[config.mk]
export PLATFORM = sky130hd
export DESIGN_NAME = pc_fetch_sequencer_flat
export DESIGN_NICKNAME = d
export VERILOG_FILES = /design/src/rtl/cpu_pkg.sv /design/src/rtl/pc_fetch_sequencer_if.sv /design/src/rtl/pc_next_unit.sv /design/src/rtl/pc_fetch_sequencer.sv /design/src/flat_wrapper.sv
export SDC_FILE = /design/constraint.sdc
export NUM_CORES = 1
export LEC_CHECK = 0
export BUFFER_PORTS_ARGS = -buffer_cell sky130_fd_sc_hd__buf_2
export CORE_MARGIN = 8
export CORE_UTILIZATION = 40
export CTS_CLUSTER_SIZE = 40
export DETAILED_ROUTE_END_ITERATION = 10
export GPL_ROUTABILITY_DRIVEN = 0
export PLACE_DENSITY = 0.7
export SYNTH_ARGS = -nofsm -noshare
export SYNTH_HDL_FRONTEND = slang
export SYNTH_SLANG_ARGS = --single-unit
[constraint.sdc]
create_clock -name clk -period 2.5 [get_ports clk]
set_clock_uncertainty 0.1 [all_clocks]
set_input_delay 0.375 -clock clk [delete_from_list [all_inputs] [get_ports clk]]
set_output_delay 0.375 -clock clk [all_outputs]
set_load 0.02 [all_outputs]
[src/rtl/cpu_pkg.sv]
// Shared definitions for the 4-bit datapath fetch logic: widths, FSM states and
// address-mux select encodings.
package cpu_pkg;

  localparam int PC_W    = 4;
  localparam int INSTR_W = 16;

  // Address mux select encodings, shared with the downstream mux.
  localparam logic SEL_PC   = 1'b0;
  localparam logic SEL_REGA = 1'b1;

  typedef enum logic [2:0] {
    ST_IDLE,
    ST_FETCH,
    ST_EXEC,
    ST_DATA,
    ST_HALT
  } fetch_state_t;

  typedef enum logic {
    PC_SRC_INC,
    PC_SRC_BRANCH
  } pc_src_t;

endpackage

[src/rtl/pc_fetch_sequencer_if.sv]
// Memory/decoder handshake bundle for pc_fetch_sequencer. The sequencer uses the
// master modport; memory and decoder models use the slave modport.
interface pc_fetch_sequencer_if #(
  parameter int PC_W    = cpu_pkg::PC_W,
  parameter int INSTR_W = cpu_pkg::INSTR_W
);
  logic               mem_ready;
  logic [INSTR_W-1:0] instr_in;
  logic               mem_op;
  logic               branch_taken;
  logic [PC_W-1:0]    branch_target;
  logic               halt_req;
  logic [PC_W-1:0]    pc;
  logic               addr_sel;
  logic               mem_req;
  logic [INSTR_W-1:0] ir;
  logic               instr_valid;
  logic               data_done;
  logic               halted;
  logic               pc_ovf;

  modport master (
    input  mem_ready, instr_in, mem_op, branch_taken, branch_target, halt_req,
    output pc, addr_sel, mem_req, ir, instr_valid, data_done, halted, pc_ovf
  );

  modport slave (
    output mem_ready, instr_in, mem_op, branch_taken, branch_target, halt_req,
    input  pc, addr_sel, mem_req, ir, instr_valid, data_done, halted, pc_ovf
  );
endinterface

[src/rtl/pc_next_unit.sv]
// Program counter register with increment / branch / hold selection and an
// all-ones flag used for wrap detection.
module pc_next_unit #(
  parameter int PC_W = cpu_pkg::PC_W
) (
  input  logic             clk,
  input  logic             rst,
  input  logic             load_en,
  input  cpu_pkg::pc_src_t src,
  input  logic [PC_W-1:0]  branch_target,
  output logic [PC_W-1:0]  pc,
  output logic             at_max
);
  import cpu_pkg::*;

  logic [PC_W-1:0] pc_q;
  logic [PC_W-1:0] pc_d;

  always_comb begin
    pc_d = pc_q;
    if (load_en) begin
      pc_d = (src == PC_SRC_BRANCH) ? branch_target : pc_q + PC_W'(1);
    end
  end

  always_ff @(posedge clk or posedge rst) begin
    if (rst) begin
      pc_q <= '0;
    end else begin
      pc_q <= pc_d;
    end
  end

  assign pc     = pc_q;
  assign at_max = &pc_q;

endmodule

[src/rtl/pc_fetch_sequencer.sv]
// Fetch / execute / data-access sequencer owning the PC and the address-mux select.
// Define PC_WRAP_TRAP_EN to halt with pc_ovf instead of wrapping the PC.
module pc_fetch_sequencer #(
  parameter int PC_W    = cpu_pkg::PC_W,
  parameter int INSTR_W = cpu_pkg::INSTR_W
) (
  input  logic                 clk,
  input  logic                 rst,
  pc_fetch_sequencer_if.master bus
);
  import cpu_pkg::*;

`ifdef PC_WRAP_TRAP_EN
  localparam bit TRAP_EN = 1'b1;
`else
  localparam bit TRAP_EN = 1'b0;
`endif

  fetch_state_t       state_q;
  fetch_state_t       state_d;
  logic [INSTR_W-1:0] ir_q;
  logic [INSTR_W-1:0] ir_d;
  logic               pc_ovf_q;
  logic               pc_ovf_d;
  logic               pc_load;
  pc_src_t            pc_src;
  logic               pc_at_max;
  logic [PC_W-1:0]    pc_w;

  pc_next_unit #(.PC_W(PC_W)) u_pc_next (
    .clk           (clk),
    .rst           (rst),
    .load_en       (pc_load),
    .src           (pc_src),
    .branch_target (bus.branch_target),
    .pc            (pc_w),
    .at_max        (pc_at_max)
  );

  always_comb begin
    state_d  = state_q;
    ir_d     = ir_q;
    pc_ovf_d = pc_ovf_q;
    pc_load  = 1'b0;
    pc_src   = PC_SRC_INC;
    case (state_q)
      ST_IDLE: state_d = ST_FETCH;
      ST_FETCH: begin
        if (bus.mem_ready) begin
          ir_d    = bus.instr_in;
          state_d = ST_EXEC;
        end
      end
      ST_EXEC: begin
        // Halt beats branch, branch beats the (possibly trapping) increment.
        if (bus.halt_req) begin
          state_d = ST_HALT;
        end else if (bus.branch_taken) begin
          pc_load = 1'b1;
          pc_src  = PC_SRC_BRANCH;
          state_d = bus.mem_op ? ST_DATA : ST_FETCH;
        end else if (TRAP_EN && pc_at_max) begin
          pc_ovf_d = 1'b1;
          state_d  = ST_HALT;
        end else begin
          pc_load = 1'b1;
          state_d = bus.mem_op ? ST_DATA : ST_FETCH;
        end
      end
      ST_DATA: begin
        if (bus.mem_ready) begin
          state_d = ST_FETCH;
        end
      end
      ST_HALT: state_d = ST_HALT;
      default: state_d = ST_IDLE;
    endcase
  end

  always_ff @(posedge clk or posedge rst) begin
    if (rst) begin
      state_q  <= ST_IDLE;
      ir_q     <= '0;
      pc_ovf_q <= 1'b0;
    end else begin
      state_q  <= state_d;
      ir_q     <= ir_d;
      pc_ovf_q <= pc_ovf_d;
    end
  end

  assign bus.pc          = pc_w;
  assign bus.ir          = ir_q;
  assign bus.pc_ovf      = pc_ovf_q;
  assign bus.addr_sel    = (state_q == ST_DATA) ? SEL_REGA : SEL_PC;
  assign bus.mem_req     = (state_q == ST_FETCH) || (state_q == ST_DATA);
  assign bus.instr_valid = (state_q == ST_EXEC);
  assign bus.data_done   = (state_q == ST_DATA) && bus.mem_ready;
  assign bus.halted      = (state_q == ST_HALT);

endmodule

[src/flat_wrapper.sv]
// flat-port wrapper written by rule: the top's interface ports become plain ports
module pc_fetch_sequencer_flat import cpu_pkg::*;
#(
  parameter int PC_W    = cpu_pkg::PC_W,
  parameter int INSTR_W = cpu_pkg::INSTR_W
)
  (clk, rst, bus_mem_ready, bus_instr_in, bus_mem_op, bus_branch_taken, bus_branch_target, bus_halt_req, bus_pc, bus_addr_sel, bus_mem_req, bus_ir, bus_instr_valid, bus_data_done, bus_halted, bus_pc_ovf);
  pc_fetch_sequencer_if #(.PC_W(PC_W), .INSTR_W(INSTR_W)) bus_i ();
  input  logic clk;
  input  logic rst;
  input wire logic [$bits(bus_i.mem_ready)-1:0] bus_mem_ready;
  input wire logic [$bits(bus_i.instr_in)-1:0] bus_instr_in;
  input wire logic [$bits(bus_i.mem_op)-1:0] bus_mem_op;
  input wire logic [$bits(bus_i.branch_taken)-1:0] bus_branch_taken;
  input wire logic [$bits(bus_i.branch_target)-1:0] bus_branch_target;
  input wire logic [$bits(bus_i.halt_req)-1:0] bus_halt_req;
  output wire logic [$bits(bus_i.pc)-1:0] bus_pc;
  output wire logic [$bits(bus_i.addr_sel)-1:0] bus_addr_sel;
  output wire logic [$bits(bus_i.mem_req)-1:0] bus_mem_req;
  output wire logic [$bits(bus_i.ir)-1:0] bus_ir;
  output wire logic [$bits(bus_i.instr_valid)-1:0] bus_instr_valid;
  output wire logic [$bits(bus_i.data_done)-1:0] bus_data_done;
  output wire logic [$bits(bus_i.halted)-1:0] bus_halted;
  output wire logic [$bits(bus_i.pc_ovf)-1:0] bus_pc_ovf;
  assign bus_i.mem_ready = bus_mem_ready;
  assign bus_i.instr_in = bus_instr_in;
  assign bus_i.mem_op = bus_mem_op;
  assign bus_i.branch_taken = bus_branch_taken;
  assign bus_i.branch_target = bus_branch_target;
  assign bus_i.halt_req = bus_halt_req;
  assign bus_pc = bus_i.pc;
  assign bus_addr_sel = bus_i.addr_sel;
  assign bus_mem_req = bus_i.mem_req;
  assign bus_ir = bus_i.ir;
  assign bus_instr_valid = bus_i.instr_valid;
  assign bus_data_done = bus_i.data_done;
  assign bus_halted = bus_i.halted;
  assign bus_pc_ovf = bus_i.pc_ovf;
  pc_fetch_sequencer #(.PC_W(PC_W), .INSTR_W(INSTR_W)) u_core (.clk(clk), .rst(rst), .bus(bus_i));
endmodule
---- Word-level counts from Yosys, hierarchy flattened ----
Index checks and enable logic that the tools add are counted.
cells by class
  add/subtract/negate cells ............... 1
  multiply operators ...................... 0
  divide/modulo/power cells ............... 0
  $lt $le $gt $ge ......................... 0
  eq/ne operators ......................... 6
  shift operators ......................... 0
  multiplexer cells ....................... 12
  bitwise gates (word level) .............. 0
  reductions and logical operators ........ 5
operator list
  operator                                        count
  case mux 3 bit (5 select lines)                 1
  two-way mux 3 bit                               3
  == test 3 x 2 -> 1 bit (second input constant)  2
  two-way mux 1 bit                               6
  adder 4 x 1 -> 4 bit (second input constant)    1
  two-way mux 4 bit                               1
  != test 2 bit (second input constant)           2
  AND reduction 2 bit                             2
  == test 3 x 1 -> 1 bit (second input constant)  1
  == test 3 bit (second input constant)           1
  logical NOT 3 bit                               1
  two-way mux 2 bit                               1
  logical AND 1 bit                               1
  logical OR 1 bit                                1
storage, ports and cells
  register bits ........................... 23
  latch bits .............................. 0
  memory bits (writable) .................. 0
  bits in read-only memories .............. 0
  bits of input ports ..................... 26
  output and inout port bits .............. 26
  memories ................................ 0

---- Depth between registers and ports, before layout ----
Gate-level depths: netlist (run 1).
  word-level depth ........................ 4
  depth in mapped cells ................... 5
  depth with buffers taken out ............ 4

---- Cells and area by module ----
Synthesis (run 1) repeated with hierarchy kept, for this count alone.
unflattened totals
  cell total of the unflattened synthesis .. 82
  area total of the unflattened synthesis .. 1124.8 µm²
modules (own cells, without submodules)
  module              times used  cells each  area an instance (µm²)
  pc_fetch_sequencer  1           57          878.3
  pc_next_unit        1           25          246.5

---- Worst setup path before layout (run 1) ----
No wires, ideal clock.
  kind .................................... register to register
  start ................................... register u_core.state_q[0]
  end ..................................... register u_core.u_pc_next.pc_q[3] (netlist: u_core.u_pc_next.pc[3])
  arrival time ............................ 1.652 ns
  data required time ...................... 2.331 ns
  slack ................................... 0.679 ns
  stages on the path, launching flop included .. 6
  buffers on the path ..................... 2
  clock period less this slack ............ 1.821 ns
  cell sequence ........................... dfrtp_1 > buf_6 > or4b_1 > clkbuf_2 > or4_1 > nand3_1
on the way
  cells in the longest elaborated chain, start to end .. 3
RTL lines
  item                        RTL line                  source
  from (decl)                 pc_fetch_sequencer.sv:19  fetch_state_t state_q;
  from (signal assigned)      pc_fetch_sequencer.sv:86  state_q <= state_d;
  == test 3 x 2 -> 1 bit (*)  pc_fetch_sequencer.sv:46  case (state_q)
  two-way mux 1 bit           pc_fetch_sequencer.sv:46
  two-way mux 4 bit           pc_next_unit.sv:22        pc_d = (src == PC_SRC_BRANCH) ? branch_target : pc_q + PC_W'(1);
  to (signal assigned)        pc_next_unit.sv:30        pc_q <= pc_d;
  to (decl)                   pc_next_unit.sv:16        logic [PC_W-1:0] pc_q;
Every way passes the cells marked *; elsewhere a longest branch is shown, timed or not.
A chain may end at the register's enable or synchronous reset.

---- Worst setup path in the final report (run 1) ----
Same ends and word-level chain as after synthesis.

==> impl_metrics.ini, run 1 <==
[grt]
number_of_antenna_violations_at_the_first_check_in_global_routing = 0
grt-ovfl-total = 0
use_met3 = 0.0369
grt_util_met2 = 0.189
grt_start_max_net_pins = 24
grt.busiest_layer = met2
grt_pass1_vias = 855
global_route.usage.total = 0.104
globalRouteMet1Util = 0.113
wire_length_of_the_first_global_routing_pass_um = 3680

[clock_network]
maximum_buffer_depth_of_the_clock_tree = 2
cts.repair_timing.setup_buffer_count = 0
tritoncts = done
ctsRootBufferMaster = sky130_fd_sc_hd__clkbuf_4
post_cts.resized_instances = 0
clk_pin_slew_worst_paths_ns = 0.12
number_of_clock_sinks_seen_by_cts = 23
cts_hold_buffers = 0
htreeDepth = 1
numCtsBuffers = 3
worst_skew_pair.late_latency_ns = 0.30

[die]
core-area_mm2 = 0.00245
die_w_um = 66.5
die_y_um = 66.5
row_count = 18
die_area_mm2 = 0.00442
io_pins = 52
initial_core_util = 0.415

[worst_hold_path]
worst_hold_path_type = input port to asynchronous set/reset pin

[sta]
maxClockFrequency_mhz = 520
final.setup.tns_ns = 0
report.final.setup_viol = 0
grt_setup_unrepaired = false
report.final.hold_viol_count = 0
finalCriticalPeriod_ns = 1.92
final.period_utilization = 0.769
transition_at_the_pin_with_the_smallest_max_transition_slack_ns = 0.844
max_slew_margin = 0.437
slew_viol_final = 0

[worst_setup_path]
critical-path-slowest-cell = sky130_fd_sc_hd__or4b_1
top_fanout_value_on_the_critical_path = 9
critPathKind = register to register
cp_top_family = simple AND/OR/NAND/NOR gates
r2r.worst_path.cells = 3
worst-r2r-setup-slack_ns = 0.58
series_of_cell_instances_along_the_critical_path = or4b_1, or4_1, nand3_1
crit_path_max_incr_delay_ns = 0.66
crit_buf_inv = 0
reg2reg_from = u_core.state_q[0]
critical_path_cell_count = 3
critPathRequiredTime_ns = 2.64
worst_setup_path_end_kind = register
worst_r2r_endpoint = u_core.u_pc_next.pc[3]
worstPathArrival_ns = 2.07
timing.critical_path.from_type = register

[final_layout]
layout.cells.most_common = sky130_fd_sc_hd__buf_2
multi_input_area_um2 = 404
flow.area_growth_from_synthesis_pct = 28.5
fillerInstances = 235
antennaDiodeCount = 0
seq_cell_area_um2 = 576
post_route_cells_drive_above_1_share = 0.529
layout.cells.most_common_list = 50 x sky130_fd_sc_hd__buf_2, 23 x sky130_fd_sc_hd__dfrtp_1, 16 x sky130_fd_sc_hd__mux2_2
design.final.nets = 164

[placement]
portBuffers = 50
hpwl_um = 1870

[synthesis]
synth_top_cells_by_area = sky130_fd_sc_hd__dfrtp_1 56%, sky130_fd_sc_hd__mux2_2 18%, sky130_fd_sc_hd__o21ai_0 2.9%, sky130_fd_sc_hd__nor2_1 2.9%, sky130_fd_sc_hd__a21oi_1 2.0%
synth_nets = 113
yosys_warning_count = 0
post_synth_instance_area_mm2 = 0.00102
syn_area_per_cell_um2 = 11.9
seq_area_frac_synth = 0.564
synth_cell_types = 25
synth.ff_latch_count = 23
post-synth-top-area-cell = sky130_fd_sc_hd__dfrtp_1
synth_largest_type_area_fraction = 0.564
post_syn_instances = 86

[routing]
detailroute.via_count = 790
wl_per_cell_um = 13.8
totalWireLength_um = 2290
postRouteAntennaNets = 0
drt_iter0_markers = 13
detail_route.vias_per_cell = 4.76
drt_drc_violations_left = 0
drtPass1Iterations = 5

[pwr]
pwr_dens_mw_per_mm2 = 1240
peakVddDrop_mv = 0.716
total_power_consumption_of_the_routed_design_mw = 1.62
p_leak_nw = 0.649

[status]
result_of_the_run = complete, no violations

[job]
drv_cap = 0
## synth_stat cells
| library cell | count |
|---|---|
| sky130_fd_sc_hd__a21oi_1 | 4 |
| sky130_fd_sc_hd__or2_2 | 1 |
| sky130_fd_sc_hd__and2_1 | 1 |
| sky130_fd_sc_hd__ha_1 | 1 |
| sky130_fd_sc_hd__a22oi_1 | 1 |
| sky130_fd_sc_hd__nand2b_1 | 2 |
| sky130_fd_sc_hd__nor3b_1 | 2 |
| sky130_fd_sc_hd__mux2i_1 | 1 |
| sky130_fd_sc_hd__buf_1 | 1 |
| sky130_fd_sc_hd__nor2_1 | 8 |
| sky130_fd_sc_hd__nor2b_1 | 2 |
| sky130_fd_sc_hd__buf_6 | 1 |
| sky130_fd_sc_hd__or4_1 | 1 |
| sky130_fd_sc_hd__conb_1 | 1 |
| sky130_fd_sc_hd__inv_1 | 2 |
| sky130_fd_sc_hd__dfrtp_1 | 23 |
| sky130_fd_sc_hd__or4b_1 | 1 |
| sky130_fd_sc_hd__nand3b_1 | 2 |
| sky130_fd_sc_hd__nand3_1 | 2 |
| sky130_fd_sc_hd__buf_2 | 1 |
| sky130_fd_sc_hd__buf_4 | 1 |
| sky130_fd_sc_hd__nand2_1 | 4 |
| sky130_fd_sc_hd__clkbuf_2 | 1 |
| sky130_fd_sc_hd__o21ai_0 | 6 |
| sky130_fd_sc_hd__mux2_2 | 16 |
## area by class of cell
type | instances | area share
tap | 30 | 0.0287
timing repair buffer | 51 | 0.197
multi-input combinational | 56 | 0.308
clock buffer | 3 | 0.0172
clock inverter | 1 | 0.00382
inverter | 2 | 0.00573
sequential | 23 | 0.439
## cell families (layout without fill, tap and decap cells)
group | count (synthesis) | count (layout) | synth area share
AOI/OAI and AO/OA | 11 | 11 | 0.0564
adders and majority gates | 1 | 1 | 0.0123
buffers and inverters | 7 | 57 | 0.0393
DFF | 23 | 23 | 0.564
muxes | 17 | 17 | 0.187
other | 1 | 1 | 0.00368
and+or+nand+nor | 26 | 26 | 0.137
## flip-flops by register name, summed over array words and instances, names as in the netlist
signal	flops
u_core.u_pc_next.pc	4
u_core.bus.ir	16
u_core.state_q	3
## routing by layer
metal / share of wire / routed length [um]
met5: 0 / 0
met4: 0.0052 / 12
met3: 0.067 / 153
met2: 0.53 / 1210
met1: 0.40 / 917
## where the power goes
part / switching (mW) / internal [mW] / total [mW]
logic: 0.453 / 0.339 / 0.792
registers: 0.119 / 0.547 / 0.667
clock network: 0.107 / 0.0595 / 0.166
total: 0.679 / 0.945 / 1.62
## through the flow
step                      instance area (um2)  hold WS (ns)  worst slack [ns]   util  instances
after floorplan                          1020         0.277             0.679      -         86
after global placement                   1280         0.383             0.606  0.522        162
after detailed placement                 1280         0.390             0.550  0.522        162
after CTS                                1310         0.156             0.575  0.534        166
after global routing                     1310         0.180             0.526  0.534        166
final                                    1310         0.124             0.578  0.534        166
## worst max path at each step
| stage | startpoint | to |
|---|---|---|
| after floorplan | u_core.state_q[0] | u_core.u_pc_next.pc[3] |
| after global placement | bus_halt_req | u_core.u_pc_next.pc[3] |
| after detailed placement | bus_halt_req | u_core.u_pc_next.pc[3] |
| after CTS | u_core.state_q[0] | u_core.u_pc_next.pc[3] |
| after global routing | u_core.state_q[0] | u_core.u_pc_next.pc[3] |
| final | u_core.state_q[0] | u_core.u_pc_next.pc[3] |
Note: power is estimated with default switching activity, not from simulation.
==> inputs of run 2 (changes only) <==
--- a/config.mk
+++ b/config.mk
@@ -5,13 +5,14 @@
 export SDC_FILE = /design/constraint.sdc
 export NUM_CORES = 1
 export LEC_CHECK = 0
+export ABC_AREA = 1
 export BUFFER_PORTS_ARGS = -buffer_cell sky130_fd_sc_hd__buf_2
 export CORE_MARGIN = 8
 export CORE_UTILIZATION = 40
 export CTS_CLUSTER_SIZE = 40
 export DETAILED_ROUTE_END_ITERATION = 10
 export GPL_ROUTABILITY_DRIVEN = 0
-export PLACE_DENSITY = 0.7
+export PLACE_DENSITY = 0.68
 export SYNTH_ARGS = -nofsm -noshare
 export SYNTH_HDL_FRONTEND = slang
 export SYNTH_SLANG_ARGS = --single-unit
==> constraint.sdc (replaced) <==
create_clock -name clk -period 1.8 [get_ports clk]
set_clock_uncertainty 0.1 [all_clocks]
set_input_delay 0.27 -clock clk [delete_from_list [all_inputs] [get_ports clk]]
set_output_delay 0.27 -clock clk [all_outputs]
set_load 0.02 [all_outputs]
==> impl_metrics.ini, run 2 <==
[grt]
grt_pass1_vias = 1025
wire_length_of_the_first_global_routing_pass_um = 4470
grt_start_max_net_pins = 31
number_of_antenna_violations_at_the_first_check_in_global_routing = 0
grt-ovfl-total = 0
global_route.usage.total = 0.105

[synthesis]
synth_top_cells_by_area = sky130_fd_sc_hd__dfrtp_1 49%, sky130_fd_sc_hd__o21ai_2 12%, sky130_fd_sc_hd__nand2_1 12%, sky130_fd_sc_hd__inv_1 8.4%, sky130_fd_sc_hd__nor2_1 2.9%
synth_largest_type_area_fraction = 0.493
synth_nets = 163
post_syn_instances = 136
post_synth_instance_area_mm2 = 0.00117
postSynth.asyncResetShare = 1.00
syn_area_per_cell_um2 = 8.59
seq_area_frac_synth = 0.493
post-synth-top-area-cell = sky130_fd_sc_hd__dfrtp_1
synth_compound_area_frac = 0.145
fraction_of_the_mapped_netlist_area_in_simple_logic_gates = 0.224
synth.ff_latch_count = 23
synthMostInstantiatedCell = sky130_fd_sc_hd__nand2_1
synthAdderAreaFrac = 0.0107
ys.flop_type = sky130_fd_sc_hd__dfrtp_1
synth_xor_area_frac = 0
top_cell_types_by_occurrence_after_synthesis = 36 x sky130_fd_sc_hd__nand2_1, 26 x sky130_fd_sc_hd__inv_1, 23 x sky130_fd_sc_hd__dfrtp_1, 16 x sky130_fd_sc_hd__o21ai_2, 9 x sky130_fd_sc_hd__nor2_1
synth_cell_types = 19
yosys_warning_count = 0
combinational_family_with_the_most_area_after_synthesis = simple AND/OR/NAND/NOR gates
synth_edf_count = 0
synth_mux_area_frac = 0

[sta]
report.final.setup_viol = 0
final.period_utilization = 0.927
slew_viol_final = 0
final.setup.tns_ns = 0
finalCriticalPeriod_ns = 1.67
grt_setup_unrepaired = false
maxClockFrequency_mhz = 599
report.final.hold_viol_count = 0

[pwr]
p_leak_nw = 0.885
pwr_dens_mw_per_mm2 = 1710
peakVddDrop_mv = 1.23
total_power_consumption_of_the_routed_design_mw = 2.52

[routing]
drt_iter0_markers = 42
detail_route.vias_per_cell = 4.52
wl_per_cell_um = 11.9
postRouteAntennaNets = 0
detailroute.via_count = 999
drtPass1Iterations = 4
drt_drc_violations_left = 0
totalWireLength_um = 2640

[job]
drv_cap = 0

[worst_setup_path]
crit_path_max_incr_delay_ns = 0.41
cp_top_family = flip-flops
worst_setup_path_end_kind = primary output
top_fanout_value_on_the_critical_path = 7
crit_buf_inv = 2
critPathRequiredTime_ns = 1.43
critPathKind = register to primary output
timing.critical_path.from_type = register
critical-path-slowest-cell = sky130_fd_sc_hd__dfrtp_1
worstPathArrival_ns = 1.30
series_of_cell_instances_along_the_critical_path = inv_2, nand3_1, nand2_2, buf_2

[final_layout]
layout.cells.most_common = sky130_fd_sc_hd__buf_2
largest_register_ffs = 16
finalCoreUtilization = 0.535
layout.cells.most_common_list = 50 x sky130_fd_sc_hd__buf_2, 36 x sky130_fd_sc_hd__nand2_1, 26 x sky130_fd_sc_hd__inv_1
post_route_cells_drive_above_1_share = 0.421
flow.area_growth_from_synthesis_pct = 26.2
design.final.nets = 218
antennaDiodeCount = 0
fillerInstances = 264
stdcell_area_mm2 = 0.00148

[placement]
hpwl_um = 2120
post_dp_cell_area_mm2 = 0.00144
portBuffers = 50

[worst_hold_path]
worst_hold_path_type = input port to register

[clock_network]
ctsRootBufferMaster = sky130_fd_sc_hd__clkbuf_4
maximum_buffer_depth_of_the_clock_tree = 2
tritoncts = done
htreeDepth = 1
numCtsBuffers = 3
cts.repair_timing.setup_buffer_count = 0
worst_skew_pair.late_latency_ns = 0.30
number_of_clock_sinks_seen_by_cts = 23
clk_pin_slew_worst_paths_ns = 0.12

[die]
row_count = 19
initial_core_util = 0.424
io_pins = 52
die_w_um = 70.1
core-area_mm2 = 0.00276
die_y_um = 70.1
die_area_mm2 = 0.00491

[status]
result_of_the_run = complete, no violations
-- run 2: cell types whose count changed after synthesis, moves of 4 or more --
cell,before,now
sky130_fd_sc_hd__a21oi_1,4,0
sky130_fd_sc_hd__inv_1,2,26
sky130_fd_sc_hd__mux2_2,16,0
sky130_fd_sc_hd__nand2_1,4,36
sky130_fd_sc_hd__nand3_1,2,6
sky130_fd_sc_hd__o21ai_2,0,16
-- run 2: through the flow --
step	hold WS, ns	cells	setup slack [ns]
after floorplan	0.172	136	0.499
after global placement	0.229	216	0.294
after detailed placement	0.231	216	0.220
after CTS	0.0860	221	0.122
after global routing	0.0826	221	0.0320
final	0.0942	221	0.131
-- run 2: final cells by class --
cell class,instances,area (um2),share of cell area
tap,31,38.8,0.0263
inverter,28,105,0.0712
clock buffer,4,26.3,0.0178
sequential,23,576,0.390
timing repair buffer,54,283,0.192
multi-input combinational,81,447,0.303
-- run 2: where the power goes --
| part | switching, mW | leakage [nW] | internal [mW] |
|---|---|---|---|
| clock network | 0.143 | 0.0150 | 0.0863 |
| registers | 0.171 | 0.286 | 0.757 |
| logic | 0.884 | 0.584 | 0.476 |
-- run 2: what timing repair did --
| action | in CTS | in global routing |
|---|---|---|
| gates resized for setup | 0 | 0 |
| setup endpoints to repair | 0 | 0 |
| hold buffers | 1 | 0 |
| endpoints found under the hold margin | 23 | 0 |
-- run 2: final timing paths --
| path | from | endpoint | slack, ns | cells past startpoint |
|---|---|---|---|---|
| setup reg to reg | u_core.state_q[1] | u_core.bus.ir[4] | 0.23 | 4 |
| min in group asynchronous | rst | u_core.u_pc_next.pc[0] | 0.44 | 4 |
| max in group asynchronous | rst | u_core.state_q[1] | 0.94 | 4 |
| hold reg to reg | u_core.bus.ir[13] | u_core.bus.ir[13] | 0.39 | 2 |
| hold / removal | bus_instr_in[0] | u_core.bus.ir[0] | 0.09 | 3 |
| setup / recovery | u_core.state_q[2] | bus_mem_req | 0.13 | 4 |
-- run 2: worst register-to-register path, stage by stage (launching register included) --
cell                      delay (ns)
sky130_fd_sc_hd__dfrtp_1        0.41
sky130_fd_sc_hd__inv_1          0.16
sky130_fd_sc_hd__nand4_4        0.41
sky130_fd_sc_hd__buf_4          0.32
sky130_fd_sc_hd__o21ai_2        0.10
-- run 2: logic make-up after synthesis --
logic type	after synthesis
other	1
buffers and inverters	32
adders and majority gates	1
DFF	23
AOI/OAI and AO/OA	21
and+or+nand+nor	58
-- run 2: routing by layer --
layer	share of wire	wire length (um)	global-route usage
met5	0	0	0
met4	0	0	0.0268
met3	0.11	300	0.0537
met2	0.43	1130	0.161
met1	0.46	1210	0.126
